`src/rtl/div_measure.sv`:
```
// Measures period and high time of an asynchronous divided clock in I_CLK cycles.
// Optional duty measurement is enabled by defining DIV_MEASURE_DUTY_EN.
module div_measure #(
  parameter int unsigned CNT_W      = 10,
  parameter int unsigned MAX_PERIOD = 1000
) (
  input  logic             I_CLK,
  input  logic             rst,
  input  logic             I_DIV_CLK,
  output logic [CNT_W-1:0] O_PERIOD,
  output logic [CNT_W-1:0] O_HIGH,
  output logic             O_VALID,
  output logic             O_LOCK,
  output logic             O_TIMEOUT
);

  typedef enum logic {IDLE, MEASURE} state_t;

  state_t           state_q, state_d;
  logic             sync1_q, sync1_d;
  logic             sync2_q, sync2_d;
  logic             dly_q, dly_d;
  logic [CNT_W-1:0] cnt_q, cnt_d;
  logic [CNT_W-1:0] period_q, period_d;
  logic             valid_q, valid_d;
  logic             lock_q, lock_d;
  logic             timeout_q, timeout_d;
  logic             have_q, have_d;
  logic             rise_c;
  logic             limit_c;

  assign rise_c  = sync2_q & ~dly_q;
  assign limit_c = (cnt_q == CNT_W'(MAX_PERIOD));

  // Synchroniser, edge-detect delay, and measurement FSM next state
  always_comb begin
    sync1_d   = I_DIV_CLK;
    sync2_d   = sync1_q;
    dly_d     = sync2_q;
    state_d   = state_q;
    cnt_d     = cnt_q;
    period_d  = period_q;
    valid_d   = 1'b0;
    lock_d    = lock_q;
    timeout_d = timeout_q;
    have_d    = have_q;
    case (state_q)
      IDLE: begin
        have_d = 1'b0;
        if (rise_c) begin
          state_d = MEASURE;
          cnt_d   = CNT_W'(1);
        end
      end
      MEASURE: begin
        if (rise_c) begin
          period_d  = cnt_q;
          valid_d   = 1'b1;
          cnt_d     = CNT_W'(1);
          timeout_d = 1'b0;
          lock_d    = have_q && (cnt_q == period_q);
          have_d    = 1'b1;
        end else if (limit_c) begin
          state_d   = IDLE;
          timeout_d = 1'b1;
          lock_d    = 1'b0;
          have_d    = 1'b0;
        end else begin
          cnt_d = cnt_q + CNT_W'(1);
        end
      end
      default: state_d = IDLE;
    endcase
  end

  always_ff @(posedge I_CLK) begin
    if (!rst) begin
      state_q   <= IDLE;
      sync1_q   <= 1'b0;
      sync2_q   <= 1'b0;
      dly_q     <= 1'b0;
      cnt_q     <= '0;
      period_q  <= '0;
      valid_q   <= 1'b0;
      lock_q    <= 1'b0;
      timeout_q <= 1'b0;
      have_q    <= 1'b0;
    end else begin
      state_q   <= state_d;
      sync1_q   <= sync1_d;
      sync2_q   <= sync2_d;
      dly_q     <= dly_d;
      cnt_q     <= cnt_d;
      period_q  <= period_d;
      valid_q   <= valid_d;
      lock_q    <= lock_d;
      timeout_q <= timeout_d;
      have_q    <= have_d;
    end
  end

`ifdef DIV_MEASURE_DUTY_EN
  logic [CNT_W-1:0] hcnt_q, hcnt_d;
  logic [CNT_W-1:0] high_q, high_d;

  // High-time counter follows the same restart points as the period counter
  always_comb begin
    hcnt_d = hcnt_q;
    high_d = high_q;
    if (state_q == IDLE) begin
      if (rise_c) hcnt_d = CNT_W'(1);
    end else if (rise_c) begin
      high_d = hcnt_q;
      hcnt_d = CNT_W'(1);
    end else if (!limit_c) begin
      hcnt_d = hcnt_q + CNT_W'(sync2_q);
    end
  end

  always_ff @(posedge I_CLK) begin
    if (!rst) begin
      hcnt_q <= '0;
      high_q <= '0;
    end else begin
      hcnt_q <= hcnt_d;
      high_q <= high_d;
    end
  end

  assign O_HIGH = high_q;
`else
  assign O_HIGH = '0;
`endif

  assign O_PERIOD  = period_q;
  assign O_VALID   = valid_q;
  assign O_LOCK    = lock_q;
  assign O_TIMEOUT = timeout_q;

endmodule

```
`config.mk`:
```
export PLATFORM = sky130hd
export DESIGN_NAME = div_measure
export DESIGN_NICKNAME = d
export VERILOG_FILES = /design/src/rtl/div_measure.sv
export SDC_FILE = /design/constraint.sdc
export NUM_CORES = 1
export LEC_CHECK = 0
export ABC_AREA = 1
export BUFFER_PORTS_ARGS = -buffer_cell sky130_fd_sc_hd__buf_2
export CORE_MARGIN = 2
export CORE_UTILIZATION = 30
export CTS_BUF_LIST = sky130_fd_sc_hd__clkbuf_8
export DETAILED_ROUTE_END_ITERATION = 10
export GPL_TIMING_DRIVEN = 0
export PLACE_DENSITY = 0.49
export SYNTH_ARGS = -nofsm -noshare
export SYNTH_HDL_FRONTEND = slang
export SYNTH_SLANG_ARGS = --single-unit
```
`constraint.sdc`:
```
create_clock -name I_CLK -period 1.5 [get_ports I_CLK]
set_input_delay 0.225 -clock I_CLK [delete_from_list [all_inputs] [get_ports I_CLK]]
set_output_delay 0.225 -clock I_CLK [all_outputs]
set_load 0.02 [all_outputs]
```
==> impl_metrics.ini <==
[power]
clkPwrFrac_pct = 31.0
power_switching_w = 0.0003189
comb_power_share_pct = 10.9
p_leak_nw = 0.7949
p_int_w = 0.0009886
irDropWorstVdd_v = 0.0004742
p_seq_share_pct = 58.1
powerDensity_mw_per_mm2 = 725.2
sw_frac_of_total_pct = 24.39
finalPower_w = 0.001308

[yosys]
ys_seq_area_share_pct = 38.39
synthAdderAreaFrac_pct = 1.714
yosys.area_share.simple_pct = 28.62
synth_area_mm2 = 0.001460
synth.ff_latch_count = 28
synth_cells = 212
synth.top_cell.area_share_pct = 38.39
yosysTopAreaCell = dfxtp_1
synth_area_per_cell_um2 = 6.888
synth_mux_area_share_pct = 0
synth_cell_types = 25
synth_warnings = 0
synthXorXnorAreaFrac_pct = 0
synth_compound_area_share_pct = 12.94
synth_top_family_by_area = simple AND/OR/NAND/NOR gates
yosys-top-cells-area = dfxtp_1 (38%), nand2_1 (11%), inv_1 (8.7%)

[critical_path]
r2r-end = have_q
reg2reg_from = cnt_q[0]
reg2reg_slack_ns = 0.07
start_kind = flip-flop
critPathArrivalTime_ns = 1.59
critPathKind = reg2reg
required_ns = 1.66
r2r_cells = 9
crit_fanout = 6
worstSetupEndpointType = flip-flop

[sta]
fmax_mhz = 700.1
finalCritPeriodShare_pct = 95.22
hold_viol = 0
min_period_ns = 1.428
skew_ns = 0.004268
setup-violations-final = 0
slew_viol_final = 0

[worst_hold_path]
hold_depth = 3
min_from = I_DIV_CLK
hold_class = in2reg
holdPathEnd = sync1_q

[placed_design]
io_buffers = 14
post-dp-hpwl_um = 2743
gp_congestion = 0.8222
placed_cell_area_mm2 = 0.001648

[clocking]
numCtsBuffers = 3
clkSlewWorstSetupHoldPaths_ns = 0.09
cts_tree = yes
cts_root_buf = clkbuf_8
clock-sinks = 28
clockBufferDepth = 2
insertion_delay_ns = 0.27
ctsHtreeMaxLevel = 1

[grt]
grt-ovfl-total = 0
track_usage_pct = 14.09
grt_pass1_wl_um = 5885
grt_pass1_vias = 1241
antenna_found_initial = 0
grt_max_degree = 15

[run]
maxCapViolations = 0

[routing]
drt-initial-drc-count = 108
wl_um = 3637
drc = 0
via_per_inst = 4.319
first_pass_iters = 4
routed-via-count = 1352
antenna_left = 0
routedWlPerCell_um = 11.62

[floorplanning]
start_util_pct = 30.91
rows = 25
io_pins = 26
fp.coreArea_mm2 = 0.004723
fp.dieH_um = 73.77
dieWidth_um = 73.77
dieArea_mm2 = 0.005441

[cells_and_area]
areaGrowthSynthToFinish_pct = 23.48
drive_gt1_share_pct = 25.20
fin_area_mm2 = 0.001803
diodes = 0
post-route-util_pct = 38.17
layout.nets = 253

[outcome]
outcome = completed
## state kept, by name, summed over array words and instances (netlist names)
register / flops
O_LOCK: 1
O_PERIOD: 10
O_TIMEOUT: 1
O_VALID: 1
cnt_q: 10
dly_d: 1
dly_q: 1
have_q: 1
state_q: 1
sync1_q: 1
## layout make-up
type                    instances  area (µm²)
plain buffers                  16       110.1
clock buffers                   3       41.29
fillers                       504        2920
inverters                      41       158.9
multi-input cells             136       706.9
flip-flops and latches         28       568.0
well taps                      67       83.83
repair buffers                 22       133.9
## routing by layer
layer	global-route usage, %	vias to the layer above	wire length [µm]	share of wire [%]
met5	0	-	0	0
li1	-	726	-	-
met3	3.292	0	176	4.8
met2	22.02	32	1651	45
met4	2.424	0	0	0
met1	19.98	594	1810	50
## synth_stat cells
| library cell | n |
|---|---|
| buf_2 | 4 |
| nand4_1 | 6 |
| a21oi_1 | 7 |
| inv_1 | 34 |
| conb_1 | 1 |
| nand2_4 | 1 |
| nand2_2 | 1 |
| nand2_1 | 42 |
| nor3_1 | 1 |
| o21ai_1 | 3 |
| ha_1 | 2 |
| a21oi_2 | 1 |
| o2111ai_1 | 1 |
| clkinv_1 | 1 |
| nor2_1 | 22 |
| o21ai_0 | 4 |
| nor2_2 | 3 |
| nand3_1 | 14 |
| inv_2 | 6 |
| buf_4 | 12 |
| dfxtp_1 | 28 |
| o22ai_1 | 15 |
| o211ai_1 | 1 |
| nand3_4 | 1 |
| nor2_4 | 1 |
## critical path, cell delays in order (launching register included)
cell     delay, ns
dfxtp_4       0.38
inv_4         0.07
ha_4          0.14
nand2_2       0.06
nor2_4        0.14
nand3_4       0.13
nand2_8       0.12
buf_6         0.12
buf_4         0.11
o21ai_1       0.05
## cell families (layout without fill, tap and decap cells)
group	after synthesis	after routing
compound gates	32	32
fa+ha+maj	2	2
buf+inv	57	82
flops	28	28
other cells	1	10
simple gates	92	92
## worst max path at each step
stage	to	from	cells past startpoint
2_1_floorplan	cnt_q[3]	cnt_q[0]	10
3_3_place_gp	cnt_q[0]	cnt_q[0]	9
3_5_place_dp	cnt_q[0]	cnt_q[0]	9
4_1_cts	cnt_q[6]	cnt_q[0]	8
5_1_grt	O_PERIOD[5]	state_q	7
6_report	have_q	cnt_q[0]	9
## power groups by stage
stage               clock [W]  combinational, W  sequential (W)
CTS                  0.000428          0.000115        0.000761
detailed placement          0          0.000115        0.000777
global placement            0          0.000116        0.000777
global route         0.000444          0.000157        0.000761
finish               0.000405          0.000143        0.000759
floorplan                   0         0.0000942        0.000775
## layout by cell type (no fill, tap or decap), drive strengths merged
cell type	n
a21oi	8
buf	38
clkbuf	3
clkinv	1
conb	10
dfxtp	28
ha	2
inv	40
nand2	44
nand3	15
nand4	6
nor2	26
nor3	1
o2111ai	1
o211ai	1
o21ai	7
o22ai	15
## repair_timing
action / in CTS / in global routing
setup endpoints to repair: 4 / 8
endpoints found under the hold margin: 0 / 0
pin swaps: 0 / 4
resized for setup: 2 / 14
hold buffers: 0 / 0
setup buffers: 0 / 8
## through the flow
| stage | std cells | worst slack [ns] | TNS, ns | hold slack (ns) |
|---|---|---|---|---|
| 6_report | 313 | 0.07170 | 0 | 0.1279 |
| 5_1_grt | 313 | -0.002600 | -0.002600 | 0.1347 |
| 4_1_cts | 305 | 0.04499 | 0 | 0.1224 |
| 3_5_place_dp | 302 | 0.001528 | 0 | 0.4039 |
| 3_3_place_gp | 302 | -0.002217 | -0.002217 | 0.4070 |
| 2_1_floorplan | 221 | 0.2428 | 0 | 0.3226 |
(Power assumes the default switching activity.)
